<file path="src/rtl/register_file_pkg.sv">
// register_file_pkg
//   Shared constants and types for the register file slice.
//   RF_DATA_W / RF_ADDR_W : default word width and index width
//   REG_ZERO              : index of the hardwired-zero register
//   clr_state_e           : bulk-clear sequencer state encoding
package register_file_pkg;

    localparam int RF_DATA_W = 16;
    localparam int RF_ADDR_W = 3;
    localparam int REG_ZERO  = 0;

    typedef enum logic {
        IDLE     = 1'b0,
        CLEARING = 1'b1
    } clr_state_e;

endpackage

</file>
<file path="src/rtl/register_file_if.sv">
// register_file_if
//   Bus bundle between the datapath and the register file.
//   Write port : WE, WADDR, WDATA
//   Read ports : RADDR_A/RDATA_A, RADDR_B/RDATA_B (combinational)
//   Clear      : CLR_REQ request, BUSY while the clear sequence runs
//   master = datapath side, slave = register file side.
interface register_file_if
    import register_file_pkg::*;
#(
    parameter int DATA_W = RF_DATA_W,
    parameter int ADDR_W = RF_ADDR_W
);
    logic              WE;
    logic [ADDR_W-1:0] WADDR;
    logic [DATA_W-1:0] WDATA;
    logic [ADDR_W-1:0] RADDR_A;
    logic [ADDR_W-1:0] RADDR_B;
    logic [DATA_W-1:0] RDATA_A;
    logic [DATA_W-1:0] RDATA_B;
    logic              CLR_REQ;
    logic              BUSY;

    modport master (
        output WE, WADDR, WDATA, RADDR_A, RADDR_B, CLR_REQ,
        input  RDATA_A, RDATA_B, BUSY
    );

    modport slave (
        input  WE, WADDR, WDATA, RADDR_A, RADDR_B, CLR_REQ,
        output RDATA_A, RDATA_B, BUSY
    );
endinterface

</file>
<file path="src/rtl/register_file_reg_word.sv">
// register_file_reg_word
//   One falling-edge storage word.
//   clk_i  : clock, captured on the falling edge
//   rst_i  : synchronous active-high reset
//   clr_i  : synchronous clear (bulk-clear sequencer)
//   load_i : load enable for d_i
//   d_i    : write data
//   q_o    : stored word
//   Priority: reset, then clear, then load.
module register_file_reg_word
    import register_file_pkg::*;
#(
    parameter int DATA_W = RF_DATA_W
) (
    input  logic              clk_i,
    input  logic              rst_i,
    input  logic              clr_i,
    input  logic              load_i,
    input  logic [DATA_W-1:0] d_i,
    output logic [DATA_W-1:0] q_o
);

    logic [DATA_W-1:0] data_q;

    always_ff @(negedge clk_i) begin
        if (rst_i) begin
            data_q <= '0;
        end else if (clr_i) begin
            data_q <= '0;
        end else if (load_i) begin
            data_q <= d_i;
        end
    end

    assign q_o = data_q;

endmodule

</file>
<file path="src/rtl/register_file.sv">
// register_file
//   8 x 16-bit register file, R0 hardwired to zero, two combinational read
//   ports with write-to-read bypass, one write port, and a sequenced bulk
//   clear of R1..R(NREG-1). All state changes on the falling edge of CLK.
//   CLK : clock (falling edge active)
//   RST : synchronous active-high reset
//   bus : register_file_if.slave (write, read A/B, CLR_REQ, BUSY)
//
//   state    | meaning
//   ---------+---------------------------------------------------------
//   IDLE     | normal operation, writes and bypass enabled, BUSY=0
//   CLEARING | zeroing reg[cnt_q] each edge, writes/requests ignored
module register_file
    import register_file_pkg::*;
#(
    parameter int DATA_W = RF_DATA_W,
    parameter int ADDR_W = RF_ADDR_W
) (
    input  logic           CLK,
    input  logic           RST,
    register_file_if.slave bus
);

    localparam int                NREG      = 2 ** ADDR_W;
    localparam logic [ADDR_W-1:0] ZERO_IDX  = ADDR_W'(REG_ZERO);
    localparam logic [ADDR_W-1:0] FIRST_IDX = ADDR_W'(1);
    localparam logic [ADDR_W-1:0] LAST_IDX  = ADDR_W'(NREG - 1);

    clr_state_e        state_q, state_d;
    logic [ADDR_W-1:0] cnt_q, cnt_d;
    logic              busy;
    logic              wr_ok;
    logic [DATA_W-1:0] word_q [NREG];

    assign busy  = (state_q == CLEARING);
    // A write is only real when idle and not aimed at R0; bypass follows it.
    assign wr_ok = bus.WE && !busy && (bus.WADDR != ZERO_IDX);

    always_ff @(negedge CLK) begin
        if (RST) begin
            state_q <= IDLE;
            cnt_q   <= FIRST_IDX;
        end else begin
            state_q <= state_d;
            cnt_q   <= cnt_d;
        end
    end

    always_comb begin
        state_d = state_q;
        cnt_d   = cnt_q;
        unique case (state_q)
            IDLE: begin
                if (bus.CLR_REQ) begin
                    state_d = CLEARING;
                    cnt_d   = FIRST_IDX;
                end
            end
            CLEARING: begin
                // The FSM leaves on the last index, so the counter never wraps.
                if (cnt_q == LAST_IDX) begin
                    state_d = IDLE;
                    cnt_d   = FIRST_IDX;
                end else begin
                    cnt_d = cnt_q + FIRST_IDX;
                end
            end
            default: begin
                state_d = IDLE;
                cnt_d   = FIRST_IDX;
            end
        endcase
    end

    assign word_q[REG_ZERO] = '0;

    for (genvar i = 1; i < NREG; i++) begin : g_word
        localparam logic [ADDR_W-1:0] IDX = ADDR_W'(i);
        register_file_reg_word #(
            .DATA_W (DATA_W)
        ) u_word (
            .clk_i  (CLK),
            .rst_i  (RST),
            .clr_i  (busy && (cnt_q == IDX)),
            .load_i (wr_ok && (bus.WADDR == IDX)),
            .d_i    (bus.WDATA),
            .q_o    (word_q[i])
        );
    end

    always_comb begin
        bus.RDATA_A = word_q[bus.RADDR_A];
        if (bus.RADDR_A == ZERO_IDX) begin
            bus.RDATA_A = '0;
        end else if (wr_ok && (bus.WADDR == bus.RADDR_A)) begin
            bus.RDATA_A = bus.WDATA;
        end
    end

    always_comb begin
        bus.RDATA_B = word_q[bus.RADDR_B];
        if (bus.RADDR_B == ZERO_IDX) begin
            bus.RDATA_B = '0;
        end else if (wr_ok && (bus.WADDR == bus.RADDR_B)) begin
            bus.RDATA_B = bus.WDATA;
        end
    end

    assign bus.BUSY = busy;

endmodule

</file>
<file path="src/flat_wrapper.sv">
// flat-port wrapper written by rule: the top's interface ports become plain ports
module register_file_flat import register_file_pkg::*;
#(
    parameter int DATA_W = RF_DATA_W,
    parameter int ADDR_W = RF_ADDR_W
)
  (CLK, RST, bus_WE, bus_WADDR, bus_WDATA, bus_RADDR_A, bus_RADDR_B, bus_CLR_REQ, bus_RDATA_A, bus_RDATA_B, bus_BUSY);
  register_file_if #(.DATA_W(DATA_W), .ADDR_W(ADDR_W)) bus_i ();
  input  logic CLK;
  input  logic RST;
  input wire logic [$bits(bus_i.WE)-1:0] bus_WE;
  input wire logic [$bits(bus_i.WADDR)-1:0] bus_WADDR;
  input wire logic [$bits(bus_i.WDATA)-1:0] bus_WDATA;
  input wire logic [$bits(bus_i.RADDR_A)-1:0] bus_RADDR_A;
  input wire logic [$bits(bus_i.RADDR_B)-1:0] bus_RADDR_B;
  input wire logic [$bits(bus_i.CLR_REQ)-1:0] bus_CLR_REQ;
  output wire logic [$bits(bus_i.RDATA_A)-1:0] bus_RDATA_A;
  output wire logic [$bits(bus_i.RDATA_B)-1:0] bus_RDATA_B;
  output wire logic [$bits(bus_i.BUSY)-1:0] bus_BUSY;
  assign bus_i.WE = bus_WE;
  assign bus_i.WADDR = bus_WADDR;
  assign bus_i.WDATA = bus_WDATA;
  assign bus_i.RADDR_A = bus_RADDR_A;
  assign bus_i.RADDR_B = bus_RADDR_B;
  assign bus_i.CLR_REQ = bus_CLR_REQ;
  assign bus_RDATA_A = bus_i.RDATA_A;
  assign bus_RDATA_B = bus_i.RDATA_B;
  assign bus_BUSY = bus_i.BUSY;
  register_file #(.DATA_W(DATA_W), .ADDR_W(ADDR_W)) u_core (.CLK(CLK), .RST(RST), .bus(bus_i));
endmodule
</file>
<file path="config.mk">
export PLATFORM = sky130hd
export DESIGN_NAME = register_file_flat
export DESIGN_NICKNAME = d
export VERILOG_FILES = /design/src/rtl/register_file_pkg.sv /design/src/rtl/register_file_if.sv /design/src/rtl/register_file_reg_word.sv /design/src/rtl/register_file.sv /design/src/flat_wrapper.sv
export SDC_FILE = /design/constraint.sdc
export NUM_CORES = 1
export LEC_CHECK = 0
export ABC_AREA = 0
export CAP_MARGIN = 20
export CORE_MARGIN = 3
export CORE_UTILIZATION = 45
export CTS_CLUSTER_SIZE = 24
export DETAILED_ROUTE_END_ITERATION = 6
export PLACE_DENSITY = 0.72
export SYNTH_ARGS = -nofsm -noshare
export SYNTH_HDL_FRONTEND = slang
export SYNTH_HIERARCHICAL = 1
export SYNTH_SLANG_ARGS = --single-unit
</file>
<file path="constraint.sdc">
create_clock -name CLK -period 5.3 [get_ports CLK]
set_input_delay 1.325 -clock CLK [delete_from_list [all_inputs] [get_ports CLK]]
set_output_delay 1.325 -clock CLK [all_outputs]
set_load 0.01 [all_outputs]
</file>
Yosys cells after proc, flatten, opt, wreduce, memory -nomap -nowiden. Index checks and enable logic that the tools add are counted.

Flip-flop bits (word level): 116. Bits in latches: 0. Bits in writable memories: 0. Memory bits (read-only): 0. Input bits: 29. Output and inout port bits: 33. Logic and storage cells: 77. Memories kept: 0.

Add/sub/neg operators: 1. $mul: 0. Divide/modulo/power cells: 0. Order comparisons: 2. Equality and inequality tests: 17. Shifts and indexed selects: 0. Mux-type cells: 16. Bitwise logic cells: 3. Reduce and logical (&&, ||, !) cells: 29.

Operator list (count): 2-to-1 mux 16 bit (8); binary-select mux 16 bit (select 3 bit) (2); == test 3 bit, second input constant (8); logical AND 1 bit (18); OR reduction 2 bit (7); == test 3 x 2 -> 1 bit, second input constant (4); >= comparator 4 bit, second input constant (2); inverter 3 -> 4 bit (2); == test 3 x 1 -> 1 bit, second input constant (2); == test 3 bit (2); logical NOT 3 bit (2); 2-to-1 mux 3 bit (2); one-hot mux 3 bit (2 select lines) (1); adder 3 x 1 -> 3 bit, second input constant (1); nonzero test 3 bit (1); 2-to-1 mux 1 bit (2); inequality test 2 bit, second input constant (1); one-hot mux 1 bit (2 select lines) (1); logical NOT 1 bit (1); inverter 1 bit (1).

Depth between registers and ports, before layout. Gate-level depths: netlist of run 1.

Word-level depth: 6. Gate-level depth with buffers: 7.

Cells and area by module. The synthesis of run 1 kept the hierarchy.

By module, submodules not included: register_file_reg_word (instances 7, cells an instance 54, area an instance 585.6 µm², sequential area each 320.3 µm²); register_file (instances 1, cells an instance 288, area an instance 2919.0 µm², sequential area each 80.1 µm²).

==> flow_summary.toml, run 1 <==
[outcome]
status = "complete, but fails checks"
violations = "negative setup slack"

[pwr]
power.leakage_nw = 4.098
irDropWorstVdd_v = 0.0002590
p_total_mw = 2.824
power.density_nw_per_um2 = 306.6

[routing]
vias = 6362
routedWlPerCell_um = 21.21
wirelength_um = 22780
drc = 0
via_per_inst = 5.924
ant_nets = 0
drtIter0Drc = 570
drt_first_pass_iters = 6

[job]
cap_violations = 0

[critical_path]
timing.rr.end = "u_core/g_word[6].u_word/q_o[9]$_SDFFE_NP0P_"
crit_required_ns = 3.97
worstSetupEndpointType = "output pin"
crit_type = "register to output pin"
rrSetupSlack_ns = 3.56
crit_buf_inv = 3
cp_max_fo = 8
cp_data_arrival_time_ns = 4.63
critPathSlowestCell = "dfxtp_4"
crit_top_cell = "buf_6"
max_stage_delay_ns = 0.34
path_cells = "nor2b_4, o31a_2, buf_6, nand4_4, buf_12, mux2_4, buf_6"
ff2ff_path_depth = 8
cpLargestDelayFamily = "buffers and inverters"
r2r_start = "u_core/bus.BUSY$_SDFF_NP0_"
cp-start-kind = "register"

[clock_network]
clkSinkCount = 116
clk-insertion-delay-late_ns = 0.46
cts_tree = "yes"
clkTransAtPathRegs_ns = 0.03
cts-buffers-inserted = 17
cts_root_buf = "clkbuf_16"
htree_num_levels = 4
cts_max_path_buffers = 2

[grt]
grt-ovfl-total = 0
antenna_found_initial = 0
grt_util_all_layers = 0.2696
grt_start_max_net_pins = 18
grt_pass1_wl_um = 34910
first_global_vias = 6633

[die]
rows = 45
io_pins = 62
dieArea_um2 = 17130
die_y_um = 130.9
die_w_um = 130.9
start_util = 0.4599
core_um2 = 15260

[worst_hold_path]
hold_class = "register to register"
whs_path_depth = 2
min_to = "u_core/g_word[2].u_word/q_o[2]$_SDFFE_NP0P_"
hold_start = "u_core/g_word[2].u_word/q_o[2]$_SDFFE_NP0P_"

[finish]
final_nets = 885
layout-drive-gt1-share = 0.2607
finalNonFillerCells = 1074
synthToLayoutAreaGrowth_pct = 31.20
insertedDiodeCount = 0
design_area_um2 = 9208

[yosys]
ys_warn_count = 6
synth_cell_types = 36
synthFlopType = "dfxtp_1"
async_flop_share = 0
synth_edf_count = 0
synth_area_um2 = 7018
ys_ff_latch = 116
synth.net_count = 701
syn_inst = 666
synth_seq_area_share = 0.3309
avgSynthCellArea_um2 = 10.54

[timing]
finalHoldViolCount = 0
tightest_slew_ns = 0.8979
rsz0062_at_grt = "yes"
tns_ns = -23.03
setup_ws_ns = -0.6522
finClkSkew_ns = 0.02435
maxSlewViolCount = 0
setup_violations = 96
maxSlewHeadroom = 0.3987

[place]
hpwl_um = 14730
portBuffers = 61
place_area_um2 = 7985
gp_congestion = 0.8638
place_inst = 928
power breakdown:
group | leakage, nW | switching [mW] | internal [mW]
clock network | 0.902 | 0.656 | 0.848
logic | 2.26 | 0.215 | 0.191
registers | 0.938 | 0.0153 | 0.898
layer usage:
metal	up-vias	part of all wire	global-route usage
li1	2779	-	-
met2	380	0.46	0.4182
met4	0	0.045	0.1742
met3	72	0.095	0.09472
met1	3131	0.40	0.3159
met5	-	0	0
state kept, by name, summed over array words and instances (netlist names):
register / count
u_core/bus.BUSY: 1
u_core/cnt_q: 3
u_core/g_word.u_word/q_o: 112
cell usage after synthesis, types with 4 or more instances:
cell type / n / area (um2)
inv_1: 12 / 45.04
xnor2_1: 6 / 52.55
buf_2: 11 / 55.05
buf_6: 20 / 225.2
dfxtp_1: 116 / 2322
and3_1: 5 / 31.28
and2_1: 4 / 25.02
buf_4: 17 / 127.6
nor2_1: 121 / 454.2
a221oi_1: 39 / 341.6
mux2_2: 22 / 247.7
a221oi_2: 21 / 315.3
mux2_4: 37 / 555.5
a21oi_1: 5 / 25.02
or2_1: 7 / 43.79
ha_1: 6 / 75.07
clkbuf_1: 4 / 15.01
mux2i_1: 174 / 1742
clkbuf_2: 7 / 35.03
nand2b_1: 6 / 37.54
kinds of logic (layout without fill, tap and decap cells):
kind of cell               Yosys count  after routing  synth area share
buffers and inverters               73            270           0.07506
AOI/OAI and AO/OA                   70             70            0.1027
xor gates and xnor gates             6              6          0.007488
DFF                                116            116            0.3309
and+or+nand+nor                    157            157           0.09930
adders and majority gates            6              6           0.01070
muxes                              238            238            0.3739
cell usage in the layout (no fill, tap or decap), drive strengths merged:
master and n:
mux2i 174, inv 124, nor2 121, dfxtp 116, buf 90, mux2 62, a221oi 60, clkdlybuf4s50 26
clkbuf 18, or2 7, nand2b 6, xnor2 6, ha 6, clkinvlp 5, a21oi 5, and3 5
and2 4, clkinv 3, bufinv 3, nand2 3, nor3 3, and2b 3, mux4 2, nand4 2
nor2b 2, o31a 2, dlygate4sd2 1, o21bai 1, a211oi 1, and3b 1, o21ai 1
tightest hold or removal path: stages (launching register included):
cell	delay [ns]
dfxtp_1	0.33
mux2i_1	0.07
nor2_1	0.07
repair_timing:
action,4_1_cts,5_1_grt
resized for setup,176,8
cloned,2,0
hold buffers,0,0
setup buffers,3,1
setup endpoints to repair,33,64
pin swaps,1,0
per-stage QoR:
stage,setup WS [ns],utilization,hold WS (ns)
2_1_floorplan,0.002613,-,0.4757
3_3_place_gp,-0.4933,0.5233,0.4903
3_5_place_dp,-0.5001,0.5233,0.5055
4_1_cts,-0.6211,0.6011,0.5152
5_1_grt,-0.7012,0.6034,0.5434
6_report,-0.6522,0.6034,0.5179
how the worst max path moves through the flow:
stage | start | to | cells after the start
finish | u_core/bus.BUSY$_SDFF_NP0_ | bus_RDATA_A[15] | 7
global route | u_core/bus.BUSY$_SDFF_NP0_ | bus_RDATA_B[15] | 7
CTS | u_core/bus.BUSY$_SDFF_NP0_ | bus_RDATA_A[15] | 7
detailed placement | u_core/g_word[1].u_word/q_o[7]$_SDFFE_NP0P_ | bus_RDATA_B[7] | 6
global placement | u_core/g_word[5].u_word/q_o[4]$_SDFFE_NP0P_ | bus_RDATA_B[4] | 5
floorplan | u_core/bus.BUSY$_SDFF_NP0_ | bus_RDATA_A[10] | 5
final cells by class:
cell class / count / area (um2)
Fill cell: 1191 / 6051
Inverter: 4 / 15.01
Clock buffer: 17 / 425.4
Tap cell: 211 / 264.0
Sequential cell: 116 / 2326
Multi-Input combinational cell: 477 / 4312
Timing Repair Buffer: 118 / 1269
Clock inverter: 131 / 596.8
Note: power is estimated with default switching activity, not from simulation.
==> run 2, diff against run 1 <==
MAX_ROUTING_LAYER = met4   (was default)
==> flow_summary.toml, run 2 (synthesis results as in run 1) <==
[outcome]
status = "complete, but fails checks"
violations = "negative setup slack"

[clock_network]
cts_max_path_buffers = 2
clkTransAtPathRegs_ns = 0.03
cts_root_buf = "clkbuf_16"
cts_tree = "yes"
cts-buffers-inserted = 17
htree_num_levels = 4
clk-insertion-delay-late_ns = 0.46
hold_buffers = 0
clkSinkCount = 116

[pwr]
power.density_nw_per_um2 = 304.2
power.switching_mw = 0.8899
p_total_mw = 2.830
seqPwrFrac = 0.323
switching_share = 0.3144
intPower_mw = 1.940
clkPwrFrac = 0.531
irDropWorstVdd_v = 0.0002664
power.leakage_nw = 4.134
pwr-share-comb = 0.146

[routing]
ant_nets = 0
vias = 6355
drc = 0
via_per_inst = 5.906
routedWlPerCell_um = 21.69
drt_first_pass_iters = 5
drtIter0Drc = 600
wirelength_um = 23340

[finish]
largest_reg_flops = 112
fin_util = 0.6098
layout-drive-gt1-share = 0.2705
multi_input_area_um2 = 4363
final_cell_mix = "mux2i_1, inv_1, nor2_1, dfxtp_1"
final_nets = 887
design_area_um2 = 9304
insertedDiodeCount = 0
fillers = 1164
regArea_um2 = 2323
final_common_cell = "mux2i_1"
synthToLayoutAreaGrowth_pct = 32.57
finalNonFillerCells = 1076

[die]
start_util = 0.4599
core_um2 = 15260
dieArea_um2 = 17130
die_y_um = 130.9
rows = 45
io_pins = 62
die_w_um = 130.9

[timing]
finalHoldViolCount = 0
maxSlewViolCount = 0
finClkSkew_ns = 0.02272
maxSlewHeadroom = 0.3898
tns_ns = -19.82
setup_violations = 48
tightest_slew_ns = 0.9112
rsz0062_at_grt = "yes"
setup_ws_ns = -0.6402
whs_ns = 0.5196

[grt]
grt-ovfl-total = 0
antenna_found_initial = 0
grt_util_all_layers = 0.2775
first_global_vias = 6655
grt_pass1_wl_um = 34900
grt_start_max_net_pins = 18

[critical_path]
cp-start-kind = "register"
critPathSlowestCell = "dfxtp_2"
cp_data_arrival_time_ns = 4.62
path_cells = "nor2b_4, o31a_2, buf_4, nand4_4, clkbuf_16, mux2_4, buf_6"
r2r_start = "u_core/bus.BUSY$_SDFF_NP0_"
max_stage_delay_ns = 0.32
crit_type = "register to output pin"
rrSetupSlack_ns = 3.63
cp_max_fo = 8
ff2ff_path_depth = 8
worstSetupEndpointType = "output pin"
crit_required_ns = 3.97
critPathLaunch = "u_core/bus.BUSY$_SDFF_NP0_"
timing.rr.end = "u_core/g_word[4].u_word/q_o[2]$_SDFFE_NP0P_"

[worst_hold_path]
hold_class = "register to register"
min_to = "u_core/g_word[3].u_word/q_o[4]$_SDFFE_NP0P_"
whs_path_depth = 2
hold_start = "u_core/g_word[3].u_word/q_o[4]$_SDFFE_NP0P_"

[place]
gp_congestion = 0.8778
pre_cts_slack_ns = -0.5001
portBuffers = 61
hpwl_um = 14730
place_area_um2 = 7985
place_inst = 928

[job]
cap_violations = 0
-- run 2: area by class of cell --
class,instances,share of cell area
clock buffer,17,0.04572
clock inverter,131,0.06415
inverter,4,0.001614
multi-input combinational,477,0.4689
sequential,116,0.2497
tap,211,0.02838
timing repair buffer,120,0.1415
-- run 2: worst max-delay path, delay by kind of cell (launching register included) --
kind                   cells  cell delay [ns]
muxes                      1             0.32
AOI/OAI and AO/OA          1             0.17
and+or+nand+nor            2             0.24
buffers and inverters      3             0.47
DFF                        1             0.32
-- run 2: how the worst max path moves through the flow --
stage / endpoint / slack (ns) / cells after the start
floorplan: bus_RDATA_A[10] / 0.003 / 5
global placement: bus_RDATA_B[4] / -0.49 / 5
detailed placement: bus_RDATA_B[7] / -0.50 / 6
CTS: bus_RDATA_A[15] / -0.62 / 7
global route: bus_RDATA_A[4] / -0.69 / 7
finish: bus_RDATA_A[4] / -0.64 / 7
-- run 2: power by group through the flow --
stage / combinational (mW) / sequential [mW] / clock, mW
after CTS: 0.395 / 0.912 / 1.54
after global placement: 0.366 / 0.921 / 0.143
after detailed placement: 0.374 / 0.923 / 0.143
final: 0.413 / 0.914 / 1.50
after global routing: 0.432 / 0.913 / 1.64
after floorplan: 0.222 / 0.920 / 0.143
-- run 2: repair_timing --
item | 4_1_cts | 5_1_grt
endpoints found under the setup margin | 33 | 64
hold endpoints to repair | 0 | 0
pin swaps | 1 | 3
cloned | 2 | 2
buffers inserted | 3 | 1
resized for setup | 176 | 18
-- run 2: per-layer routing --
metal  vias up  GRT usage  wire [um]
li1       2795          -          -
met1      3105     0.3171       9311
met2       358     0.4146      10690
met3        97    0.09024       2092
met4         0     0.1845       1243
met5         -          -          0
==> edit, RTL diff (settings of run 1) <==
The package constant `RF_ADDR_W` goes from 3 to 5.
--- a/src/rtl/register_file_pkg.sv
+++ b/src/rtl/register_file_pkg.sv
@@ -6,7 +6,7 @@
 package register_file_pkg;
 
     localparam int RF_DATA_W = 16;
-    localparam int RF_ADDR_W = 3;
+    localparam int RF_ADDR_W = 5;
     localparam int REG_ZERO  = 0;
 
     typedef enum logic {
Interface: changed (resized bus_RADDR_A, bus_RADDR_B and bus_WADDR); port bits go from 62 to 68. The function was not compared with the original's and may differ.
==> edit against run 1 <==
The run still ends with setup timing left. Sequential cell count increased by 386. Setup slack got worse by 0.45 ns. Final cell count grew to 4.0 times the old value. Final area grew to 4.1 times the old value. Power grew to 3.9 times the old value. Die area grew to 3.7 times the old value. Area after synthesis grew to 3.9 times the old value. Register-to-register slack lost 0.47 ns. Sequential power rose to 4.2 times the old value. First-iteration DRC count increased to 5.8 times the old value. Wire length rose to 4.9 times the old value. Sequential share of layout area rose by 1.2 points. Critical path type unchanged. Critical endpoint is now bus_RDATA_A[8]. Largest cell class unchanged. Highest routed layer is now met5.
==> edit: results (changes against run 1) <==
| Metric | Value |
|---|---|
| Resized cells post-CTS | 339 (was 176) |
| Share of cells above drive strength 1 | 0.3163 (was 0.2607) |
| Leakage Power | 0.01630 uW (was 0.004098 uW) |
| Synth Area in XOR/XNOR | 0.003203 (was 0.007488) |
| CP max FO | 7 (was 8) |
| Largest net degree at the start of global routing | 57 (was 18) |
| Worst setup path endpoint | bus_RDATA_A[8] (was bus_RDATA_A[15]) |
| Skew final | 0.04181 ns (was 0.02435 ns) |
| R2R depth | 11 (was 8) |
| GPL Wtd Cong | 1.016 (was 0.8638) |
| Worst skew pair latency | 0.68 ns (was 0.46 ns) |
| H-Tree Depth | 2 (was 4) |
| Max reg flops | 496 (was 112) |
| Fillcell total | 4360 (was 1191) |
| Placed inst area | 32760 sq um (was 7985 sq um) |
| Data arrival, critical path | 5.08 ns (was 4.63 ns) |
| Clock Power | 5810 uW (was 1500 uW) |
| Sw Pwr | 3523 uW (was 886.5 uW) |
| Via density | 6.176 (was 5.924) |
| GR Util met2 | 0.5169 (was 0.4182) |
| Met3 Wirelength | 12930 microns (was 2171 microns) |
| Final nets | 3557 (was 885) |
| Max Used Layer | met5 (was met4) |
| Vias | 26750 (was 6362) |
| Reg2reg end | u_core/g_word[25].u_word/q_o[13]$_SDFFE_NP0P_ (was u_core/g_word[6].u_word/q_o[9]$_SDFFE_NP0P_) |
| Final setup vio count | 70 (was 96) |
| Setup ws final | -1.105 ns (was -0.6522 ns) |
| Status | complete, but fails checks (unchanged) |
| Vias in the first global route | 28460 (was 6633) |
| Commonest cells in the netlist | 590 x mux2i_1, 561 x nor2_1, 502 x dfxtp_1 (was 174 x mux2i_1, 121 x nor2_1, 116 x dfxtp_1) |
| Met2 routed WL | 50060 microns (was 10560 microns) |
| Final Hold Slack | 0.4996 ns (was 0.5179 ns) |
| Slew HR | 0.4144 (was 0.3987) |
| Met3 usage | 0.1274 (was 0.09472) |
| Worst vdd ir | 0.3262 mV (was 0.2590 mV) |
| Hold_sp | u_core/g_word[3].u_word/q_o[0]$_SDFFE_NP0P_ (was u_core/g_word[2].u_word/q_o[2]$_SDFFE_NP0P_) |
| Largest cells by area after synthesis | dfxtp_1 37%, mux2i_1 22%, mux4_2 15% (was dfxtp_1 33%, mux2i_1 25%, mux2_4 7.9%) |
| Failing checks | setup timing (unchanged) |
| Netlist cell types | 55 (was 36) |
| I/O Buffers | 67 (was 61) |
| Compound-Gate Fraction of Synth Area | 0.07404 (was 0.1027) |
| Sequential share of the synthesized area | 0.3675 (was 0.3309) |
| FF-to-FF setup slack | 3.09 ns (was 3.56 ns) |
| Antenna violations before repair | 1 (was 0) |
| First-pass GRT wire length | 164300 microns (was 34910 microns) |
| Total placed cells including tap cells | 3722 (was 928) |
| Mux contribution to synthesized area | 0.3774 (was 0.3739) |
==> edit: changes by cell type after synthesis, sizes merged, moves of 43 or more <==
| cell | delta |
|---|---|
| mux4 | +178 |
| o21ai | +75 |
| buf | +114 |
| clkbuf | +69 |
| dfxtp | +386 |
| nor2 | +440 |
| o22ai | +49 |
| a221oi | -43 |
| mux2i | +416 |
==> edit: worst max-delay path: stages, from the launching register on <==
cell and delay [ns]:
dfxtp_4 0.34, nor2b_4 0.18, o41ai_4 0.13, buf_4 0.16
nor4_4 0.19, buf_12 0.19, buf_8 0.12, buf_6 0.11
a211o_1 0.14, o21ai_4 0.08, buf_6 0.12
==> edit: area by class of cell <==
cell class | instances | area [sq um] | area share
multi-input cells | 1826 | 16660 | 0.4370
flip-flops and latches | 502 | 10080 | 0.2645
repair buffers | 624 | 6566 | 0.1722
clock inverters | 543 | 2402 | 0.06301
clock buffers | 57 | 1426 | 0.03741
well taps | 773 | 967.2 | 0.02537
inverters | 5 | 18.77 | 0.0004923
diodes | 1 | 2.502 | 0.00006563
